### config.mk
export PLATFORM = sky130hd
export DESIGN_NAME = alu_writeback
export DESIGN_NICKNAME = d
export VERILOG_FILES = /design/src/rtl/alu_writeback.sv
export SDC_FILE = /design/constraint.sdc
export NUM_CORES = 1
export LEC_CHECK = 0
export BUFFER_PORTS_ARGS = -buffer_cell sky130_fd_sc_hd__buf_2
export CAP_MARGIN = 20
export CORE_MARGIN = 2
export CORE_UTILIZATION = 40
export DETAILED_ROUTE_END_ITERATION = 12
export PLACE_DENSITY = 0.68
export SYNTH_ARGS = -nofsm -noshare
export SYNTH_HDL_FRONTEND = slang
export SYNTH_SLANG_ARGS = --single-unit
### constraint.sdc
create_clock -name clk -period 2.95 [get_ports clk]
set_input_delay 0.1475 -clock clk [delete_from_list [all_inputs] [get_ports clk]]
set_output_delay 0.1475 -clock clk [all_outputs]
set_load 0.005 [all_outputs]
### src/rtl/alu_writeback.sv
// alu_writeback: writeback stage behind the ALU and bit-manipulation units.
// Buffers up to two results and retires them in order to the register-file
// write port. The {N,V,C,Z} status register changes only when a result retires.
// Optional macro WB_BYPASS_EN adds byp_* ports that forward the youngest
// buffered entry.
module alu_writeback #(
  parameter int DATA_W = 8,
  parameter int ADDR_W = 3,
  parameter int DEPTH  = 2
) (
  input  logic              clk,
  input  logic              rst,
  input  logic              flush,
  input  logic              in_valid,
  output logic              in_ready,
  input  logic [DATA_W-1:0] in_result,
  input  logic [ADDR_W-1:0] in_dest,
  input  logic              in_flag_we,
  input  logic              in_is_bitmanip,
  input  logic              in_flag_z,
  input  logic              in_flag_n,
  input  logic              in_flag_c,
  input  logic              in_flag_v,
  output logic              rf_we,
  input  logic              rf_ready,
  output logic [ADDR_W-1:0] rf_waddr,
  output logic [DATA_W-1:0] rf_wdata,
  output logic [3:0]        status,
  output logic              busy
`ifdef WB_BYPASS_EN
  ,
  output logic              byp_valid,
  output logic [ADDR_W-1:0] byp_addr,
  output logic [DATA_W-1:0] byp_data
`endif
);

  typedef struct packed {
    logic [DATA_W-1:0] result;
    logic [ADDR_W-1:0] dest;
    logic              flag_we;
    logic              is_bitmanip;
    logic              z;
    logic              n;
    logic              c;
    logic              v;
  } entry_t;

  entry_t     mem [2];
  entry_t     head;
  entry_t     in_entry;
  logic [1:0] count;
  logic       wr_ptr;
  logic       rd_ptr;
  logic       push;
  logic       pop;

  // Handshake, head presentation and entry packing from registered state only.
  always_comb begin
    in_ready = !rst && (count < 2'(DEPTH));
    push     = in_valid && in_ready && !flush;
    busy     = (count != 2'd0);
    rf_we    = busy;
    pop      = rf_we && rf_ready;
    head     = mem[rd_ptr];
    rf_waddr = rf_we ? head.dest   : '0;
    rf_wdata = rf_we ? head.result : '0;
    in_entry = '{result: in_result, dest: in_dest, flag_we: in_flag_we,
                 is_bitmanip: in_is_bitmanip, z: in_flag_z, n: in_flag_n,
                 c: in_flag_c, v: in_flag_v};
  end

  // Storage array; contents are only observed while counted as valid.
  always_ff @(posedge clk) begin
    if (push)
      mem[wr_ptr] <= in_entry;
  end

  // Occupancy and pointers; flush wins over any same-cycle push.
  always_ff @(posedge clk or posedge rst) begin
    if (rst) begin
      count  <= '0;
      wr_ptr <= 1'b0;
      rd_ptr <= 1'b0;
    end else if (flush) begin
      count  <= '0;
      wr_ptr <= 1'b0;
      rd_ptr <= 1'b0;
    end else begin
      if (push) wr_ptr <= ~wr_ptr;
      if (pop)  rd_ptr <= ~rd_ptr;
      case ({push, pop})
        2'b10:   count <= count + 2'd1;
        2'b01:   count <= count - 2'd1;
        default: count <= count;
      endcase
    end
  end

  // Status follows the retiring head; a pop under flush still commits.
  always_ff @(posedge clk or posedge rst) begin
    if (rst)
      status <= '0;
    else if (pop && head.flag_we)
      status <= {head.n,
                 head.is_bitmanip ? 1'b0 : head.v,
                 head.is_bitmanip ? 1'b0 : head.c,
                 head.z};
  end

`ifdef WB_BYPASS_EN
  entry_t young;

  // Youngest entry sits just behind the write pointer (1-bit wrap).
  always_comb begin
    young     = mem[~wr_ptr];
    byp_valid = busy;
    byp_addr  = busy ? young.dest   : '0;
    byp_data  = busy ? young.result : '0;
  end
`endif

endmodule

# --- Word level (Yosys, flattened, before mapping) ---
# Memories as Yosys holds them, arrays and structs flattened.
# Index checks and enable logic that the tools add are counted.
word_totals:
  regBits: 8
  ramBits: 34
  inputBits: 22
  elab_cells: 35
  n_memories: 1
classes:
  addsub: 2
  order_cmp: 1
  eq_ne: 2
  muxes: 12
  bitwise_logic: 2
  n_reduce_logical: 11
mem_list:
  columns: ["memory", "depth", "width", "rd", "rd_ports_with_merged_regs", "wr", "line", "source"]
  rows:
  - ["mem", 2, 17, 1, 0, 1, "49", "entry_t mem [2];"]
ops:
  columns: ["operator", "n"]
  rows:
  - ["$mux 1", 8]
  - ["$mux 8", 1]
  - ["$reduce_bool 2->1", 3]
  - ["$logic_and 1x1->1", 5]
  - ["$pmux 2 s2", 1]
  - ["$mux 3", 1]
  - ["$reduce_bool 3->1", 1]
  - ["$add 2x1->2 const B", 1]
  - ["$eq 2x1->1 const B", 1]
  - ["$eq 2x2->1 const B", 1]
  - ["$logic_not 1->1", 2]
  - ["$lt 2x2->1 const B", 1]
  - ["$mux 2", 1]
  - ["$not 1->1", 2]
  - ["$sub 2x1->2 const B", 1]

# --- Longest topological paths before layout ---
# Gate-level depths: netlist of run 1.
logic_depth:
  ltp_word: 7
  ltp_mapped: 4
  mapped_depth_nobuf: 3

# --- Worst setup path after synthesis of run 1 ---
# Ideal clock, no wire load.
synth_timing:
  path_type: "register to register"
  from: "register count[1]"
  to: "memory mem[0][0] (netlist bit), enable pin"
  setup_time_ns: 0.436
  arrival_ns: 2.215
  required_time_ns: 2.514
  path_slack_ns: 0.299
  stages_incl_launch_ff: 2
  n_path_buf: 0
  synth_period_minus_slack_ns: 2.651
  cell_sequence: "dfrtp_1 -> nor4_1"
synth_between:
  elab_chain_cells: 6
synth_lines:
  columns: ["item", "line", "source"]
  rows:
  - ["start: declaration", "52", "logic [1:0] count;"]
  - ["start signal: assignment", "93", "2'b10: count <= count + 2'd1;"]
  - ["start signal: assignment", "94", "2'b01: count <= count - 2'd1;"]
  - ["start signal: assignment", "95", "default: count <= count;"]
  - ["$lt 2x2->1", "60", "in_ready = !rst && (count < 2'(DEPTH));"]
  - ["$logic_and 1x1->1", "60", null]
  - ["$logic_and 1x1->1 (2 in series)", "61", "push = in_valid && in_ready && !flush;"]
  - ["$mux 1", "75", "if (push)"]
  - ["$mux 1 (not written as such)", "76", "mem[wr_ptr] <= in_entry;"]
  - ["end: declaration", "49", null]
# Every way passes these cells.

# --- Worst setup path in the final report of run 1 ---
layout_timing:
  from: "register count[1]"
  to: "output port rf_wdata[6]"
layout_between:
  elab_chain_cells: 2
layout_lines:
  columns: ["item", "line", "source"]
  rows:
  - ["$reduce_bool 2->1", "62", "busy = (count != 2'd0);"]
  - ["$mux 8", "67", "rf_wdata = rf_we ? head.result : '0;"]
  - ["end: declaration", "27", "output logic [DATA_W-1:0] rf_wdata,"]
# Every way passes these cells.

==> results of run 1 <==
-- sequential cells by signal, indices dropped and copies added (netlist names) --
name,cells
wr_ptr,1
rd_ptr,1
mem,34
status,4
count,2
-- worst register-to-register path: cells and delay by family (launching register included) --
kind / cells / cell delay (ns)
and+or+nand+nor: 2 / 1.02
DFF: 1 / 0.46
-- worst max-delay path by stage --
stage | startpoint | to | slack (ns) | cells after the start
6_report | count[1]$_DFFE_PP0P_ | rf_wdata[6] | 1.02 | 3
3_5_place_dp | count[1]$_DFFE_PP0P_ | mem[1][12]$_DFFE_PP_ | 1.06 | 2
4_1_cts | count[1]$_DFFE_PP0P_ | rf_wdata[6] | 0.97 | 3
3_3_place_gp | count[1]$_DFFE_PP0P_ | mem[1][10]$_DFFE_PP_ | 1.15 | 2
2_1_floorplan | count[1]$_DFFE_PP0P_ | mem[0][0]$_DFFE_PP_ | 0.30 | 1
5_1_grt | count[1]$_DFFE_PP0P_ | rf_wdata[4] | 0.91 | 3
-- through the flow --
stage | setup WS [ns] | total power, mW
after floorplan | 0.2991 | 0.7549
after global placement | 1.148 | 0.8001
after detailed placement | 1.063 | 0.8049
after CTS | 0.9719 | 1.145
after global routing | 0.9113 | 1.183
final | 1.016 | 1.130
-- power breakdown --
part / switching [mW] / internal, mW / leakage, nW
Sequential: 0.0189 / 0.668 / 0.414
Clock: 0.175 / 0.164 / 0.0450
Combinational: 0.0448 / 0.0591 / 0.335
Total: 0.239 / 0.891 / 0.793
-- timing repair --
| item | CTS | global route |
|---|---|---|
| endpoints found under the setup margin | 0 | 0 |
| endpoints found under the hold margin | 8 | 0 |
| hold buffers | 1 | 0 |
-- final cells by class --
class                           count  area, µm²
Clock buffer                        6      72.57
Clock inverter                      2      10.01
Fill cell                         351       2019
Inverter                            4      15.01
Multi-Input combinational cell     53      415.4
Sequential cell                    42       1221
Tap cell                           50      62.56
Timing Repair Buffer               41      212.7
-- synthesized netlist by cell type (all sizes together) (2+ instances only) --
library cell  instances
a21oi                 2
buf                   4
dfrtp                 8
edfxtp               34
inv                   4
mux2                  6
mux2i                13
nand2b                2
nor2                 17
nor2b                 2
o21ai                 2
-- kinds of logic (layout without fill, tap and decap cells) --
kind of cell,count (synthesis),count (layout)
AOI/OAI and AO/OA,6,6
xor gates and xnor gates,2,2
buffers and inverters,8,53
DFF,42,42
muxes,19,19
and+or+nand+nor,26,26
-- per-layer routing --
metal | global-route usage, % | wire, µm | share of wire [%]
met4 | 6.618 | 46 | 1.6
met1 | 14.16 | 1127 | 40
met3 | 3.896 | 104 | 3.7
met2 | 22.96 | 1511 | 54
met5 | 0 | 0 | 0
-- placed cells by master (no fill, tap or decap), types with 2 or more instances in the layout --
cell type	synthesis	routed
a21oi_1	2	2
edfxtp_1	34	34
inv_1	3	3
mux2i_1	12	12
nor2_1	16	16
nor2b_1	2	2
buf_2	1	39
mux2_4	4	4
mux2_2	2	2
dfrtp_1	8	8
clkinv_2	0	2
clkbuf_8	0	5
nand2b_1	2	2
==> results.toml, run 1 <==
[timing]
max_clock_freq_mhz = 517.0
drv_slew = 0
period_share_pct = 65.57
worst_slew_pin_slew_ns = 0.9176
hold_viol = 0
setup_viol = 0
rsz0062_at_grt = "false"
min_period_ns = 1.934
maxSlewHeadroom_pct = 38.60
setup_tns_ns = 0
fin_skew_ns = 0.005070
holdWs_ns = 0.04761

[worst_setup_path]
reg2reg_depth = 2
cp_top_family = "simple AND/OR/NAND/NOR gates"
crit_chain = "nor2_1 -> nor2_1 -> buf_2"
setup.worst_path.end_class = "output pin"
reg2reg_from = "count[1]$_DFFE_PP0P_"
slowest_stage = "nor2_1"
crit_fanout = 12
regToRegSetupSlack_ns = 1.08
required_ns = 2.80
start_kind = "register"
worstSetupPathType = "reg2out"
critPathMaxStageDelay_ns = 0.74
r2r-end = "mem[1][15]$_DFFE_PP_"
crit_buf_inv = 1
crit_path_frequent_cell = "nor2_1"
worstPathArrival_ns = 1.79

[layout]
final_net_count = 169
num_antenna_cells = 0
synthToLayoutAreaGrowth_pct = 19.85
utilization_pct = 49.88
design_area_um2 = 2009
drive_gt1_share_pct = 39.86
final_cells = 198

[synth]
synth_xor_area_share_pct = 1.045
synthCells = 103
ys_top_cells_by_area = "edfxtp_1 (61%), dfrtp_1 (12%), mux2i_1 (7.2%), mux2_4 (3.6%), nor2_1 (3.6%)"
syn_area_um2 = 1677
synth.distinct_cells = 27
synth_adder_area_share_pct = 0
synth_top_area_share_pct = 60.90
synth-simple-area-share_pct = 7.910
synth_edf_count = 34
synth_compound_area_share_pct = 2.537
synthMuxAreaShare_pct = 12.91
syn_nets = 125
yosysSeqAreaShare_pct = 72.84
synth_top_area_cell = "edfxtp_1"
syn_avg_cell_area_um2 = 16.28
synth_top_family_by_area = "multiplexers"
yosysWarnings = 0
synth_flop_cell = "edfxtp_1"
async_reset_ff_share_pct = 19.05
ys_ff_latch = 42

[global_routing]
track_usage_pct = 13.04
overflow = 0
grt_pass1_wl_um = 4367
grt_max_degree = 20
grt_pass1_vias = 948
antenna_found_initial = 0

[detailed_routing]
drt_drc_violations_left = 0
drt_iter0_drc = 35
drt.antenna.violating_nets = 0
firstDrtPassIters = 4
wl_per_cell_um = 14.10
routed_wl_um = 2791
viasPerCell = 4.682
vias = 927

[cts]
path_clk_slew_ns = 0.08
numCtsBuffers = 5
cts_root_buf = "clkbuf_8"
tritoncts = "built"
insertion_delay_ns = 0.28
cts-htree-levels = 2
cts_setup_buffers = 0
cts_resized = 0
cts_sinks = 42
clock_path_buffers = 2

[place]
place.gp.congestion = 0.8611
dp.cells = 189
dp_hpwl_um = 1947
portBuffers = 39
placed_area_um2 = 1917

[worst_hold_path]
hold_start = "in_dest[2]"
hold_path_depth = 1
min_to = "mem[1][8]$_DFFE_PP_"
hp-class = "in2reg"

[outcome]
outcome = "finished clean"

[floorplan]
die-width_um = 68.74
core-area_um2 = 4029
rows = 23
fp.dieArea_um2 = 4725
die-height_um = 68.74
ios = 40
start_util_pct = 41.61

[power]
p_leak_nw = 0.7934
vdd_drop_max_mv = 0.3057
power_density_nw_per_um2 = 562.5

[run]
cap_violations = 0
Power figures use the tool's default switching activity.
==> run 2, diff against run 1 <==
--- a/config.mk
+++ b/config.mk
@@ -10,7 +10,7 @@
 export CORE_MARGIN = 2
 export CORE_UTILIZATION = 40
 export DETAILED_ROUTE_END_ITERATION = 12
-export PLACE_DENSITY = 0.68
+export PLACE_DENSITY = 0.71
 export SYNTH_ARGS = -nofsm -noshare
 export SYNTH_HDL_FRONTEND = slang
 export SYNTH_SLANG_ARGS = --single-unit
==> constraint.sdc (replaced) <==
create_clock -name clk -period 1.56 [get_ports clk]
set_input_delay 0.078 -clock clk [delete_from_list [all_inputs] [get_ports clk]]
set_output_delay 0.078 -clock clk [all_outputs]
set_load 0.005 [all_outputs]
==> run 2 against run 1 <==
- clock power rose to 2.6 times the previous value
- via count up 9.7%
- register-to-register slack worse by 1.0 ns
- largest cell class unchanged
- cell area up 13%
- worst setup slack worse by 0.94 ns
- non-clock buffer count up 22
- largest power group unchanged
- die area unchanged
- first-iteration DRC count down 20%
==> results.toml, run 2 (synthesis results as in run 1) <==
[timing]
fin_skew_ns = 0.005443
max_clock_freq_mhz = 674.5
hold_viol = 0
fin_ws_ns = 0.07747
holdWs_ns = 0.04131
worst_slew_pin_slew_ns = 0.3661
setup_viol = 0
rsz0062_at_grt = "false"
setup_tns_ns = 0
maxSlewHeadroom_pct = 75.57
period_share_pct = 95.03
min_period_ns = 1.483
drv_slew = 0

[cts]
clock_path_buffers = 2
insertion_delay_ns = 0.29
cts-htree-levels = 2
cts_sinks = 42
tritoncts = "built"
numCtsBuffers = 5
path_clk_slew_ns = 0.08
cts_root_buf = "clkbuf_8"

[layout]
final_net_count = 191
synthToLayoutAreaGrowth_pct = 35.97
layout.cells.most_common_list = "buf_2 (39), edfxtp_1 (34), dlygate4sd3_1 (18), nor2_1 (16), mux2i_1 (12)"
num_antenna_cells = 0
regMostFlops = "mem"
drive_gt1_share_pct = 39.41
reg.largest.list = "mem: 34 flops, status: 4 flops, count: 2 flops"
utilization_pct = 56.58
largest_reg_flops = 34
layout_commonest_cell = "buf_2"

[global_routing]
overflow = 0
use_met3_pct = 4.058
grt_pass1_wl_um = 5071
met2_usage_pct = 26.80
track_usage_pct = 15.67
antenna_found_initial = 0
grt_pass1_vias = 1077
grt_max_degree = 14
busiest_layer = "met2"
grtUsageMet1_pct = 17.44

[worst_setup_path]
crit_buf_inv = 1
crit_chain = "nor3b_2 -> and3b_2 -> buf_4"
start_kind = "register"
worstSetupPathType = "reg2reg"
setup.worst_path.end_class = "register"
critPathMaxStageDelay_ns = 0.47
worstPathArrival_ns = 1.50
cp_top_family = "simple AND/OR/NAND/NOR gates"
required_ns = 1.57
crit_fanout = 7
slowest_stage = "dfrtp_2"

[floorplan]
ios = 40
core-area_um2 = 4029
fp.dieArea_um2 = 4725
die-height_um = 68.74
start_util_pct = 41.61
rows = 23
die-width_um = 68.74

[power]
power_density_nw_per_um2 = 1060
design_power_total_mw = 2.416
vdd_drop_max_mv = 0.6076
p_leak_nw = 0.9043

[place]
pre_cts_ws_ns = 0.1216
portBuffers = 39
place.gp.congestion = 0.7650
dp_hpwl_um = 2085

[detailed_routing]
drt.antenna.violating_nets = 0
wl_per_cell_um = 14.24
viasPerCell = 4.623
drt_iter0_drc = 28
firstDrtPassIters = 4
vias = 1017
routed_wl_um = 3132
drt_drc_violations_left = 0

[worst_hold_path]
hp-class = "in2reg"

[outcome]
outcome = "finished clean"

[run]
cap_violations = 0
run 2: layer usage:
| layer | wire length [µm] | share of wire, % | vias to the layer above |
|---|---|---|---|
| met5 | 0 | 0 | - |
| met4 | 96 | 3.1 | 0 |
| met3 | 100 | 3.2 | 8 |
| met2 | 1670 | 53 | 20 |
| met1 | 1263 | 40 | 483 |
| li1 | - | - | 506 |
run 2: through the flow:
step / std cells / area [µm²]
finish: 220 / 2280
global route: 220 / 2280
CTS: 220 / 2276
detailed placement: 194 / 1978
global placement: 194 / 1978
floorplan: 103 / 1694
run 2: final cells by class:
class	count	area, µm²
Clock buffer	7	86.33
Tap cell	50	62.56
Clock inverter	1	30.03
Inverter	4	15.01
Multi-Input combinational cell	53	425.4
Fill cell	342	1749
Timing Repair Buffer	63	436.7
Sequential cell	42	1224
run 2: worst paths after layout:
path / slack, ns / from / cells after the start / to
max: 0.08 / count[1]$_DFFE_PP0P_ / 3 / mem[1][0]$_DFFE_PP_
min: 0.04 / flush / 2 / count[1]$_DFFE_PP0P_
max in group asynchronous: 0.94 / rst / 3 / rd_ptr$_DFFE_PP0P_
min reg2reg: 0.52 / status[1]$_DFFE_PP0P_ / 1 / status[1]$_DFFE_PP0P_
max reg2reg: 0.08 / count[1]$_DFFE_PP0P_ / 3 / mem[1][0]$_DFFE_PP_
min in group asynchronous: 0.33 / rst / 3 / wr_ptr$_DFFE_PP0P_
run 2: power by group:
part / switching, mW / leakage (nW) / internal [mW] / total [mW]
logic: 0.102 / 0.436 / 0.148 / 0.250
registers: 0.0271 / 0.410 / 1.26 / 1.29
clock network: 0.353 / 0.0585 / 0.522 / 0.875
run 2: worst reg2reg max path: cells and delay by family (launching register included):
kind | cells | cell delay (ns)
AND/OR/NAND/NOR | 2 | 0.58
flip-flops | 1 | 0.47
buffers and inverters | 1 | 0.15
run 2: what timing repair did:
action                     CTS  global route
buffers inserted             0             0
hold buffers                18             0
resized for setup            1             1
setup endpoints to repair   11             9
hold endpoints to repair    42             0
gates cloned                 0             0
